===== src/rtl/multicycle_controller.sv =====
// Control FSM for the multi-cycle MIPS datapath: sequences memory, ALU, register
// file and PC through FETCH/DECODE/EXEC/MEM/WB, halting on bad encodings or memory stalls.
module multicycle_controller #(
    parameter int unsigned MAX_WAIT = 15
) (
    input  logic        clk,
    input  logic        reset,
    input  logic [31:0] instruction,
    input  logic        mem_ready,
    input  logic        alu_zero,
    input  logic        alu_neg,
    output logic [2:0]  state,
    output logic        mem_read,
    output logic        mem_write,
    output logic        ir_write,
    output logic        pc_write,
    output logic        target_write,
    output logic        reg_write,
    output logic [1:0]  reg_dst,
    output logic [1:0]  wb_src,
    output logic [1:0]  alu_src_b,
    output logic [3:0]  alu_op,
    output logic [1:0]  pc_src,
    output logic        retired,
    output logic        illegal,
    output logic        timeout
);
    localparam logic [8:0] WAIT_LIMIT = 9'(MAX_WAIT);

    localparam logic [3:0] ALU_ADD  = 4'd0;
    localparam logic [3:0] ALU_SUB  = 4'd1;
    localparam logic [3:0] ALU_AND  = 4'd2;
    localparam logic [3:0] ALU_OR   = 4'd3;
    localparam logic [3:0] ALU_XOR  = 4'd4;
    localparam logic [3:0] ALU_NOR  = 4'd5;
    localparam logic [3:0] ALU_SLT  = 4'd6;
    localparam logic [3:0] ALU_SLTU = 4'd7;
    localparam logic [3:0] ALU_SLL  = 4'd8;
    localparam logic [3:0] ALU_SRL  = 4'd9;
    localparam logic [3:0] ALU_SRA  = 4'd10;
    localparam logic [3:0] ALU_LUI  = 4'd11;

    localparam logic [1:0] SRCB_RT   = 2'd0;
    localparam logic [1:0] SRCB_SEXT = 2'd2;
    localparam logic [1:0] SRCB_ZEXT = 2'd3;
    localparam logic [1:0] DST_RT    = 2'd0;
    localparam logic [1:0] DST_RD    = 2'd1;
    localparam logic [1:0] DST_RA    = 2'd2;
    localparam logic [1:0] WB_ALU    = 2'd0;
    localparam logic [1:0] WB_MEM    = 2'd1;
    localparam logic [1:0] WB_PC     = 2'd2;
    localparam logic [1:0] PC_SEQ    = 2'd0;
    localparam logic [1:0] PC_BRANCH = 2'd1;
    localparam logic [1:0] PC_JUMP   = 2'd2;
    localparam logic [1:0] PC_RS     = 2'd3;

    typedef enum logic [2:0] {
        S_FETCH  = 3'd0,
        S_DECODE = 3'd1,
        S_EXEC   = 3'd2,
        S_MEM    = 3'd3,
        S_WB     = 3'd4,
        S_HALT   = 3'd7
    } state_t;

    typedef enum logic [3:0] {
        C_RALU, C_IALU, C_LW, C_SW, C_BR, C_J, C_JAL, C_JR, C_JALR, C_ILL
    } cls_t;

    state_t     state_q, state_d;
    cls_t       cls;
    logic [3:0] dec_alu_op;
    logic [1:0] dec_alu_src_b;
    logic       taken;
    logic [7:0] wait_cnt;
    logic       waiting;
    logic       wait_expire;
    logic       illegal_q, timeout_q;

    logic [5:0] opcode, funct;
    logic [4:0] rt;
    logic       unused_bits;

    assign opcode      = instruction[31:26];
    assign funct       = instruction[5:0];
    assign rt          = instruction[20:16];
    assign unused_bits = ^{instruction[25:21], instruction[15:6]};

    assign state   = state_q;
    assign illegal = illegal_q;
    assign timeout = timeout_q;

    // A stalled memory cycle that would bring the wait count up to MAX_WAIT aborts instead.
    assign waiting     = (state_q == S_FETCH || state_q == S_MEM) && !mem_ready;
    assign wait_expire = waiting && ({1'b0, wait_cnt} + 9'd1 == WAIT_LIMIT);

    // Instruction class, ALU controls and branch outcome
    always_comb begin
        cls           = C_ILL;
        dec_alu_op    = ALU_ADD;
        dec_alu_src_b = SRCB_RT;
        taken         = 1'b0;
        case (opcode)
            6'h00: begin
                cls = C_RALU;
                case (funct)
                    6'h20, 6'h21: dec_alu_op = ALU_ADD;
                    6'h22, 6'h23: dec_alu_op = ALU_SUB;
                    6'h24:        dec_alu_op = ALU_AND;
                    6'h25:        dec_alu_op = ALU_OR;
                    6'h26:        dec_alu_op = ALU_XOR;
                    6'h27:        dec_alu_op = ALU_NOR;
                    6'h2A:        dec_alu_op = ALU_SLT;
                    6'h00:        dec_alu_op = ALU_SLL;
                    6'h02:        dec_alu_op = ALU_SRL;
                    6'h03:        dec_alu_op = ALU_SRA;
                    6'h08:        cls = C_JR;
                    6'h09:        cls = C_JALR;
                    default:      cls = C_ILL;
                endcase
            end
            6'h01: begin
                if (rt == 5'd0) begin
                    cls        = C_BR;
                    dec_alu_op = ALU_SUB;
                    taken      = alu_neg;
                end
            end
            6'h02: cls = C_J;
            6'h03: cls = C_JAL;
            6'h04: begin cls = C_BR; dec_alu_op = ALU_SUB; taken = alu_zero; end
            6'h05: begin cls = C_BR; dec_alu_op = ALU_SUB; taken = !alu_zero; end
            6'h06: begin cls = C_BR; dec_alu_op = ALU_SUB; taken = alu_zero || alu_neg; end
            6'h07: begin cls = C_BR; dec_alu_op = ALU_SUB; taken = !alu_zero && !alu_neg; end
            6'h08, 6'h09: begin cls = C_IALU; dec_alu_op = ALU_ADD;  dec_alu_src_b = SRCB_SEXT; end
            6'h0A: begin cls = C_IALU; dec_alu_op = ALU_SLT;  dec_alu_src_b = SRCB_SEXT; end
            6'h0B: begin cls = C_IALU; dec_alu_op = ALU_SLTU; dec_alu_src_b = SRCB_SEXT; end
            6'h0C: begin cls = C_IALU; dec_alu_op = ALU_AND;  dec_alu_src_b = SRCB_ZEXT; end
            6'h0F: begin cls = C_IALU; dec_alu_op = ALU_LUI;  dec_alu_src_b = SRCB_ZEXT; end
            6'h23: begin cls = C_LW;   dec_alu_op = ALU_ADD;  dec_alu_src_b = SRCB_SEXT; end
            6'h2B: begin cls = C_SW;   dec_alu_op = ALU_ADD;  dec_alu_src_b = SRCB_SEXT; end
            default: cls = C_ILL;
        endcase
    end

    always_ff @(posedge clk) begin
        if (reset) state_q <= S_FETCH;
        else       state_q <= state_d;
    end

    always_ff @(posedge clk) begin
        if (reset) begin
            wait_cnt  <= 8'd0;
            illegal_q <= 1'b0;
            timeout_q <= 1'b0;
        end else begin
            wait_cnt  <= waiting ? wait_cnt + 8'd1 : 8'd0;
            illegal_q <= illegal_q || (state_q == S_DECODE && cls == C_ILL);
            timeout_q <= timeout_q || wait_expire;
        end
    end

    always_comb begin
        state_d = state_q;
        case (state_q)
            S_FETCH: begin
                if (mem_ready)        state_d = S_DECODE;
                else if (wait_expire) state_d = S_HALT;
            end
            S_DECODE: state_d = (cls == C_ILL) ? S_HALT : S_EXEC;
            S_EXEC: begin
                case (cls)
                    C_RALU, C_IALU: state_d = S_WB;
                    C_LW, C_SW:     state_d = S_MEM;
                    C_ILL:          state_d = S_HALT;
                    default:        state_d = S_FETCH;
                endcase
            end
            S_MEM: begin
                if (mem_ready)        state_d = (cls == C_LW) ? S_WB : S_FETCH;
                else if (wait_expire) state_d = S_HALT;
            end
            S_WB:    state_d = S_FETCH;
            default: state_d = S_HALT;
        endcase
    end

    // Datapath strobes and selects; everything is forced low while reset is held
    always_comb begin
        mem_read     = 1'b0;
        mem_write    = 1'b0;
        ir_write     = 1'b0;
        pc_write     = 1'b0;
        target_write = 1'b0;
        reg_write    = 1'b0;
        reg_dst      = DST_RT;
        wb_src       = WB_ALU;
        alu_src_b    = SRCB_RT;
        alu_op       = ALU_ADD;
        pc_src       = PC_SEQ;
        retired      = 1'b0;
        if (!reset) begin
            case (state_q)
                S_FETCH: begin
                    mem_read = !wait_expire;
                    if (mem_ready) begin
                        ir_write = 1'b1;
                        pc_write = 1'b1;
                        pc_src   = PC_SEQ;
                    end
                end
                S_DECODE: target_write = 1'b1;
                S_EXEC: begin
                    alu_op    = dec_alu_op;
                    alu_src_b = dec_alu_src_b;
                    case (cls)
                        C_BR: begin
                            retired = 1'b1;
                            if (taken) begin
                                pc_write = 1'b1;
                                pc_src   = PC_BRANCH;
                            end
                        end
                        C_J, C_JAL: begin
                            pc_write = 1'b1;
                            pc_src   = PC_JUMP;
                            retired  = 1'b1;
                            if (cls == C_JAL) begin
                                reg_write = 1'b1;
                                reg_dst   = DST_RA;
                                wb_src    = WB_PC;
                            end
                        end
                        C_JR, C_JALR: begin
                            pc_write = 1'b1;
                            pc_src   = PC_RS;
                            retired  = 1'b1;
                            if (cls == C_JALR) begin
                                reg_write = 1'b1;
                                reg_dst   = DST_RD;
                                wb_src    = WB_PC;
                            end
                        end
                        default: ;
                    endcase
                end
                S_MEM: begin
                    alu_op    = ALU_ADD;
                    alu_src_b = SRCB_SEXT;
                    mem_read  = (cls == C_LW) && !wait_expire;
                    mem_write = (cls == C_SW) && !wait_expire;
                    retired   = (cls == C_SW) && mem_ready;
                end
                S_WB: begin
                    alu_op    = dec_alu_op;
                    alu_src_b = dec_alu_src_b;
                    reg_write = 1'b1;
                    retired   = 1'b1;
                    reg_dst   = (cls == C_RALU) ? DST_RD : DST_RT;
                    wb_src    = (cls == C_LW) ? WB_MEM : WB_ALU;
                end
                default: ;
            endcase
        end
    end
endmodule


===== config.mk =====
export PLATFORM = sky130hd
export DESIGN_NAME = multicycle_controller
export DESIGN_NICKNAME = d
export VERILOG_FILES = /design/src/rtl/multicycle_controller.sv
export SDC_FILE = /design/constraint.sdc
export NUM_CORES = 1
export LEC_CHECK = 0
export BUFFER_PORTS_ARGS = -buffer_cell sky130_fd_sc_hd__buf_2
export CORE_ASPECT_RATIO = 0.9
export CORE_UTILIZATION = 25
export CTS_BUF_LIST = sky130_fd_sc_hd__clkbuf_8
export DETAILED_ROUTE_END_ITERATION = 10
export PLACE_DENSITY = 0.45
export SLEW_MARGIN = 20
export SYNTH_ARGS = -nofsm -noshare
export SYNTH_HDL_FRONTEND = slang
export SYNTH_SLANG_ARGS = --single-unit

===== constraint.sdc =====
create_clock -name clk -period 5.4 [get_ports clk]
set_input_delay 1.08 -clock clk [delete_from_list [all_inputs] [get_ports clk]]
set_output_delay 1.08 -clock clk [all_outputs]
set_load 0.01 [all_outputs]

==> results.sh, run 1 <==
export IMPL_outcome="complete, no violations"
export IMPL_async_flop_share=0
export IMPL_synth_yosys_seq_area_share=0.175
export IMPL_peakVddDrop_uv=81.6
export IMPL_ys_flop_type="dfxtp_1"
export IMPL_ant_nets=0
export IMPL_avgSynthCellArea_sq_um=6.87
export IMPL_synth_cells=216
export IMPL_grt_pass1_wl_um=7050
export IMPL_p_leak_nw=0.721
export IMPL_fp_dieH_um=75.1
export IMPL_cts_sinks=13
export IMPL_layout_min_cycle_time_ns=3.89
export IMPL_ios=61
export IMPL_row_count=26
export IMPL_syn_nets=255
export IMPL_fin_nets=292
export IMPL_clk_pin_slew_ns=0.06
export IMPL_numCtsBuffers=3
export IMPL_drt_pass1_iterations=4
export IMPL_viasPerCell=5.13
export IMPL_worst_setup_path_type="input pin to output port"
export IMPL_relSlewSlack=0.622
export IMPL_wirelength_um=4210
export IMPL_end_kind="output port"
export IMPL_drive_gt1_frac=0.230
export IMPL_crit_required_ns=4.32
export IMPL_htreeDepth=1
export IMPL_dieArea_sq_um=6250
export IMPL_fin_skew_ns=0.00247
export IMPL_yosys_warnings=0
export IMPL_die_w_um=83.2
export IMPL_grt_pass1_vias=1485
export IMPL_post_cts_setup_buffer_count=0
export IMPL_timing_fmax_mhz=257
export IMPL_grt_max_degree=19
export IMPL_fill_cells=638
export IMPL_powerDensity_nw_per_um2=183
export IMPL_track_usage=0.135
export IMPL_worstMarginPinSlew_ns=0.566
export IMPL_fin_cells=322
export IMPL_portBuffers=45
export IMPL_clock_root_buffer="clkbuf_8"
export IMPL_diodes=0
export IMPL_clockBufferDepth=2
export IMPL_final_common_cell="buf_2"
export IMPL_min_period_over_period=0.721
export IMPL_worst_path_max_fanout=8
export IMPL_setup_violations=0
export IMPL_initial_core_util=0.261
export IMPL_ff_latch_area_sq_um=260
export IMPL_ctsHoldBuffers=0
export IMPL_clock_latency_ns=0.24
export IMPL_yosysUniqueCellTypes=54
export IMPL_slew_viol_final=0
export IMPL_cp_start_kind="input pin"
export IMPL_post_drt_wl_per_cell_um=13.1
export IMPL_synth_ff_latch_count=13
export IMPL_antenna_found_initial=0
export IMPL_synth_edf_count=0
export IMPL_hold_slack_ns=0.455
export IMPL_multi_input_area_sq_um=1120
export IMPL_min_path_type="register to register"
export IMPL_synth_area_sq_um=1480
export IMPL_drc=0
export IMPL_initialDrtViolationCount=95
export IMPL_vias=1653
export IMPL_dp_cells=318
export IMPL_overflow=0
export IMPL_cts_tree="built"
export IMPL_hpwl_um=3340
export IMPL_finalHoldViolCount=0
export IMPL_cap_violations=0
export IMPL_coreArea_sq_um=5690
export IMPL_arrival_ns=2.81
export IMPL_area_delta_synth_final_pct=19.3
export IMPL_postCtsResizedCells=0
export IMPL_final_cell_mix="buf_2 (45), nor2_1 (37), nand2_1 (22)"
export IMPL_rsz0062_at_grt="no"
export IMPL_gp_congestion=0.747
export IMPL_finalSetupTns_ns=0
## final cells by class
cell class              instances  area share
clock buffers                   3      0.0233
clock inverters                 1     0.00212
inverters                       9      0.0191
multi-input cells             181       0.632
flip-flops and latches         13       0.147
well taps                      70      0.0495
repair buffers                 45       0.127
## report_power, final
part / internal [mW] / leakage, nW / switching [mW] / total, mW
Clock: 0.0502 / 0.0269 / 0.0346 / 0.0847
Combinational: 0.0470 / 0.588 / 0.0714 / 0.118
Sequential: 0.103 / 0.105 / 0.0184 / 0.121
Total: 0.200 / 0.721 / 0.124 / 0.324
## synthesized netlist by cell type, drive strengths merged, types with 5 or more instances
master | instances | area share
and3 | 8 | 0.037
nand2b | 5 | 0.021
dfxtp | 13 | 0.18
nand2 | 22 | 0.056
a31oi | 5 | 0.021
o21ai | 11 | 0.037
clkbuf | 5 | 0.018
nor2b | 7 | 0.030
a21oi | 11 | 0.037
nor3 | 9 | 0.037
nor4 | 6 | 0.035
inv | 9 | 0.023
nor2 | 38 | 0.098
buf | 8 | 0.030
## metrics by stage
stage | setup slack, ns | instance area (sq um) | utilization | total power, mW
2_1_floorplan | 1.75 | 1480 | - | 0.205
6_report | 1.51 | 1770 | 0.311 | 0.324
4_1_cts | 1.50 | 1770 | 0.311 | 0.326
5_1_grt | 1.37 | 1770 | 0.311 | 0.352
3_5_place_dp | 1.51 | 1730 | 0.303 | 0.242
3_3_place_gp | 1.49 | 1730 | 0.303 | 0.244
## worst max-delay path, cell delays in order
cell and delay (ns):
buf_2 0.14, or4b_4 0.56, nor3_2 0.18, o41ai_2 0.13, and3_4 0.23, and4b_1 0.17, o22a_1 0.17, buf_2 0.14
## registers in the layout, summed over array words and instances (netlist names)
name	count
state	3
illegal	1
wait_cnt	8
timeout	1
## cell families after synthesis
family / share of synthesized area
AND/OR/NAND/NOR: 0.445
AO/OA/AOI/OAI: 0.250
XOR/XNOR: 0.0413
buffers and inverters: 0.0708
adder cells (fa/ha/maj): 0.0169
flip-flops: 0.175
## path summary, 6_finish.rpt
| kind | from | to | slack, ns | cells past startpoint |
|---|---|---|---|---|
| worst max-delay path | instruction[1] | reg_dst[0] | 1.51 | 8 |
| worst min-delay path | timeout | timeout | 0.45 | 2 |
| worst max register to register | wait_cnt[0] | state[0] | 3.48 | 7 |
| worst min register to register | timeout | timeout | 0.45 | 2 |
## metal layers
layer	global-route usage	vias to the layer above	part of all wire
met5	0	-	0
met4	0.00575	0	0
met3	0.0252	0	0.039
met2	0.201	37	0.40
met1	0.209	756	0.56
li1	-	860	-
No activity file was read; power rests on OpenSTA's default activity.
==> inputs of run 2 (changes only) <==
--- a/config.mk
+++ b/config.mk
@@ -10,7 +10,7 @@
 export CORE_UTILIZATION = 25
 export CTS_BUF_LIST = sky130_fd_sc_hd__clkbuf_8
 export DETAILED_ROUTE_END_ITERATION = 10
-export PLACE_DENSITY = 0.45
+export PLACE_DENSITY = 0.47
 export SLEW_MARGIN = 20
 export SYNTH_ARGS = -nofsm -noshare
 export SYNTH_HDL_FRONTEND = slang
==> constraint.sdc (replaced) <==
create_clock -name clk -period 3.3 [get_ports clk]
set_input_delay 0.66 -clock clk [delete_from_list [all_inputs] [get_ports clk]]
set_output_delay 0.66 -clock clk [all_outputs]
set_load 0.01 [all_outputs]
==> results.sh, run 2 (synthesis results as in run 1) <==
export IMPL_final_common_cell="buf_2"
export IMPL_fin_nets=296
export IMPL_p_switching_uw=206
export IMPL_portBuffers=45
export IMPL_worst_path_max_fanout=8
export IMPL_powerDensity_nw_per_um2=300
export IMPL_worst_setup_path_type="input pin to output port"
export IMPL_timing_fmax_mhz=330
export IMPL_worstMarginPinSlew_ns=0.563
export IMPL_initialDrtViolationCount=81
export IMPL_finalSetupTns_ns=0
export IMPL_initial_core_util=0.261
export IMPL_fill_cells=625
export IMPL_row_count=26
export IMPL_hpwl_um=3310
export IMPL_drt_pass1_iterations=4
export IMPL_fin_skew_ns=0.00278
export IMPL_rrSetupSlack_ns=1.31
export IMPL_grt_pass1_vias=1435
export IMPL_ant_nets=0
export IMPL_cts_tree="built"
export IMPL_min_period_over_period=0.919
export IMPL_clockBufferDepth=2
export IMPL_vias=1675
export IMPL_postCtsResizedCells=0
export IMPL_rr_startpoint="wait_cnt[0]"
export IMPL_area_delta_synth_final_pct=21.3
export IMPL_gp_congestion=0.799
export IMPL_cts_sinks=13
export IMPL_setup_violations=0
export IMPL_wirelength_um=4240
export IMPL_crit_required_ns=2.64
export IMPL_drc=0
export IMPL_slew_viol_final=0
export IMPL_track_usage=0.137
export IMPL_cap_violations=0
export IMPL_min_path_type="register to register"
export IMPL_ctsHoldBuffers=0
export IMPL_post_cts_setup_buffer_count=0
export IMPL_diodes=0
export IMPL_crit_start="instruction[1]"
export IMPL_overflow=0
export IMPL_rsz0062_at_grt="no"
export IMPL_worstHoldStart="timeout"
export IMPL_numCtsBuffers=3
export IMPL_post_drt_wl_per_cell_um=13.0
export IMPL_finalHoldViolCount=0
export IMPL_power_internal_uw=334
export IMPL_clock_latency_ns=0.24
export IMPL_largest_reg_flops=8
export IMPL_ios=61
export IMPL_grt_max_degree=19
export IMPL_antenna_found_initial=0
export IMPL_clk_pin_slew_ns=0.06
export IMPL_grt_pass1_wl_um=7000
export IMPL_viasPerCell=5.14
export IMPL_layout_min_cycle_time_ns=3.03
export IMPL_dieArea_sq_um=6250
export IMPL_coreArea_sq_um=5690
export IMPL_p_leak_nw=0.742
export IMPL_clock_root_buffer="clkbuf_8"
export IMPL_peakVddDrop_uv=140
export IMPL_p_comb_frac=0.398
export IMPL_switching_share=0.381
export IMPL_outcome="complete, no violations"
export IMPL_htreeDepth=1
export IMPL_regMostFlops="wait_cnt"
export IMPL_final_cell_mix="buf_2 (45), nor2_1 (37), nand2_1 (22)"
export IMPL_drive_gt1_frac=0.242
export IMPL_relSlewSlack=0.624
export IMPL_hold_slack_ns=0.451
export IMPL_arrival_ns=2.37
export IMPL_end_kind="output port"
export IMPL_p_clk_frac=0.256
export IMPL_cp_start_kind="input pin"
export IMPL_fp_dieH_um=75.1
export IMPL_seqPwrFrac=0.346
export IMPL_die_w_um=83.2
-- run 2: cell types whose count changed in the layout (fill, tap and decap cells not counted) --
| cell | previous run | this run |
|---|---|---|
| buf_4 | 0 | 4 |
-- run 2: cell type report --
cell class | instances | area (sq um) | area share
clock buffer | 3 | 41.3 | 0.0229
clock inverter | 1 | 3.75 | 0.00208
inverter | 9 | 33.8 | 0.0188
multi-input combinational | 181 | 1120 | 0.621
sequential | 13 | 260 | 0.145
tap | 70 | 87.6 | 0.0486
timing repair buffer | 49 | 255 | 0.142
-- run 2: final timing paths --
| kind | to | cells after the start |
|---|---|---|
| max | mem_read | 8 |
| min | timeout | 2 |
| max reg2reg | state[0] | 7 |
| min reg2reg | timeout | 2 |
-- run 2: power groups by stage --
| stage | sequential, mW | combinational (mW) | clock, mW |
|---|---|---|---|
| after floorplan | 0.184 | 0.151 | 0 |
| after CTS | 0.186 | 0.215 | 0.145 |
| after global routing | 0.191 | 0.240 | 0.155 |
| final | 0.187 | 0.215 | 0.138 |
| after global placement | 0.190 | 0.216 | 0 |
| after detailed placement | 0.190 | 0.214 | 0 |
-- run 2: metrics by stage --
step	util	std cells	total power [mW]	setup slack, ns	cell area, sq um
after floorplan	-	216	0.335	0.493	1480
after global placement	0.308	322	0.406	0.274	1760
after detailed placement	0.308	322	0.404	0.274	1760
after CTS	0.316	326	0.546	0.271	1800
after global routing	0.316	326	0.586	0.0940	1800
final	0.316	326	0.540	0.269	1800
-- run 2: worst max-delay path, cell delays in order --
cell and delay, ns:
buf_2 0.14, or4b_4 0.56, nand4b_4 0.21, o21a_1 0.25, nor2_2 0.11, a31oi_1 0.09, nor3_1 0.18, buf_2 0.17
-- run 2: layer usage --
layer / up-vias / track usage / wire length, um
met2: 36 / 0.194 / 1800
met5: - / 0 / 0
met4: 0 / 0.0211 / 20
met1: 768 / 0.213 / 2250
li1: 869 / - / -
met3: 2 / 0.0263 / 167
==> inputs of run 3 (changes only) <==
--- a/config.mk
+++ b/config.mk
@@ -6,7 +6,6 @@
 export NUM_CORES = 1
 export LEC_CHECK = 0
 export BUFFER_PORTS_ARGS = -buffer_cell sky130_fd_sc_hd__buf_2
-export CORE_ASPECT_RATIO = 0.9
 export CORE_UTILIZATION = 25
 export CTS_BUF_LIST = sky130_fd_sc_hd__clkbuf_8
 export DETAILED_ROUTE_END_ITERATION = 10
==> results.sh, run 3 (synthesis results as in run 1) <==
export IMPL_min_period_over_period=0.919
export IMPL_overflow=0
export IMPL_final_common_cell="buf_2"
export IMPL_post_cts_setup_buffer_count=0
export IMPL_p_leak_nw=0.726
export IMPL_drive_gt1_frac=0.233
export IMPL_crit_required_ns=2.64
export IMPL_timing_fmax_mhz=330
export IMPL_dp_worst_setup_slack_ns=0.268
export IMPL_clock_latency_ns=0.24
export IMPL_clk_pin_slew_ns=0.06
export IMPL_rr_startpoint="wait_cnt[0]"
export IMPL_post_drt_wl_per_cell_um=13.1
export IMPL_numCtsBuffers=3
export IMPL_grt_pass1_wl_um=6920
export IMPL_worstMarginPinSlew_ns=0.567
export IMPL_regMostFlops="wait_cnt"
export IMPL_switching_share=0.387
export IMPL_row_count=27
export IMPL_final_cell_mix="buf_2 (45), nor2_1 (37), nand2_1 (22)"
export IMPL_p_switching_uw=207
export IMPL_slew_viol_final=0
export IMPL_fin_skew_ns=0.000847
export IMPL_area_delta_synth_final_pct=20.0
export IMPL_arrival_ns=2.37
export IMPL_antenna_found_initial=0
export IMPL_setup_violations=0
export IMPL_power_internal_uw=328
export IMPL_initialDrtViolationCount=82
export IMPL_grt_max_degree=19
export IMPL_diodes=0
export IMPL_cp_top_family="simple AND/OR/NAND/NOR gates"
export IMPL_powerDensity_nw_per_um2=300
export IMPL_slowest_delay_ns=0.55
export IMPL_cp_num_cells=8
export IMPL_htreeDepth=1
export IMPL_p_comb_frac=0.362
export IMPL_r2r_cells=7
export IMPL_wirelength_um=4250
export IMPL_cp_buffers_inverters=2
export IMPL_fin_nets=293
export IMPL_initial_core_util=0.265
export IMPL_worst_path_max_fanout=8
export IMPL_relSlewSlack=0.621
export IMPL_clock_root_buffer="clkbuf_8"
export IMPL_track_usage=0.138
export IMPL_cap_violations=0
export IMPL_ios=61
export IMPL_finalSetupTns_ns=0
export IMPL_cp_slowest_cell="or4b_4"
export IMPL_ctsHoldBuffers=0
export IMPL_layout_min_cycle_time_ns=3.03
export IMPL_vias=1637
export IMPL_viasPerCell=5.04
export IMPL_rsz0062_at_grt="no"
export IMPL_critPathMostFrequentCell="buf_2"
export IMPL_portBuffers=45
export IMPL_die_w_um=79.0
export IMPL_hold_path_depth=2
export IMPL_cp_start_kind="input pin"
export IMPL_drt_pass1_iterations=4
export IMPL_grt_pass1_vias=1449
export IMPL_cts_tree="built"
export IMPL_fp_dieH_um=79.0
export IMPL_hpwl_um=3290
export IMPL_seqPwrFrac=0.374
export IMPL_p_clk_frac=0.264
export IMPL_clockBufferDepth=2
export IMPL_rrSetupSlack_ns=1.35
export IMPL_hold_end="timeout"
export IMPL_cts_sinks=13
export IMPL_largest_reg_flops=8
export IMPL_peakVddDrop_uv=201
export IMPL_gp_congestion=0.799
export IMPL_ant_nets=0
export IMPL_drc=0
export IMPL_rr_endpoint="state[0]"
export IMPL_coreArea_sq_um=5610
export IMPL_outcome="complete, no violations"
export IMPL_worst_setup_path_type="input pin to output port"
export IMPL_end_kind="output port"
export IMPL_setup_ws_ns=0.268
export IMPL_worstHoldStart="timeout"
export IMPL_postCtsResizedCells=0
export IMPL_dieArea_sq_um=6250
export IMPL_finalHoldViolCount=0
export IMPL_min_path_type="register to register"
export IMPL_cp_cell_sequence="buf_2 -> or4b_4 -> nor3_2 -> o41ai_2 -> and3_4 -> and4b_1 -> o22a_1 -> buf_2"
run 3: final cells by class:
type / instances / area [sq um]
timing repair buffer: 46 / 233
fill: 647 / 3830
sequential: 13 / 260
clock buffer: 3 / 41.3
inverter: 9 / 33.8
tap: 72 / 90.1
clock inverter: 1 / 3.75
multi-input combinational: 181 / 1120
run 3: how the worst max path moves through the flow:
stage | startpoint | end
global route | instruction[1] | reg_dst[0]
global placement | instruction[1] | reg_dst[0]
finish | instruction[1] | reg_dst[0]
detailed placement | instruction[1] | reg_dst[0]
floorplan | instruction[5] | reg_write
CTS | instruction[1] | reg_dst[0]
run 3: power groups by stage:
stage / clock [mW] / sequential, mW / combinational, mW
floorplan: 0 / 0.184 / 0.151
global placement: 0 / 0.203 / 0.195
detailed placement: 0 / 0.203 / 0.194
CTS: 0.149 / 0.199 / 0.195
global route: 0.153 / 0.204 / 0.218
finish: 0.141 / 0.200 / 0.194
run 3: metrics by stage:
stage	cell area (sq um)	total power, mW	instances	hold slack (ns)	utilization
2_1_floorplan	1480	0.335	216	0.448	-
3_3_place_gp	1740	0.398	321	0.433	0.309
3_5_place_dp	1740	0.396	321	0.443	0.309
4_1_cts	1780	0.542	325	0.454	0.317
5_1_grt	1780	0.575	325	0.488	0.317
6_report	1780	0.535	325	0.446	0.317
run 3: per-layer routing:
metal  GRT usage  wire length (um)  vias to the layer above
met2       0.204              1810                       42
met5           0                 0                        -
met1       0.212              2280                      731
li1            -                 -                      862
met3      0.0103               143                        2
met4      0.0327                17                        0
run 3: worst min-delay path: stages, from the launching register on:
cell     delay, ns
dfxtp_1       0.30
inv_1         0.05
a21oi_1       0.05
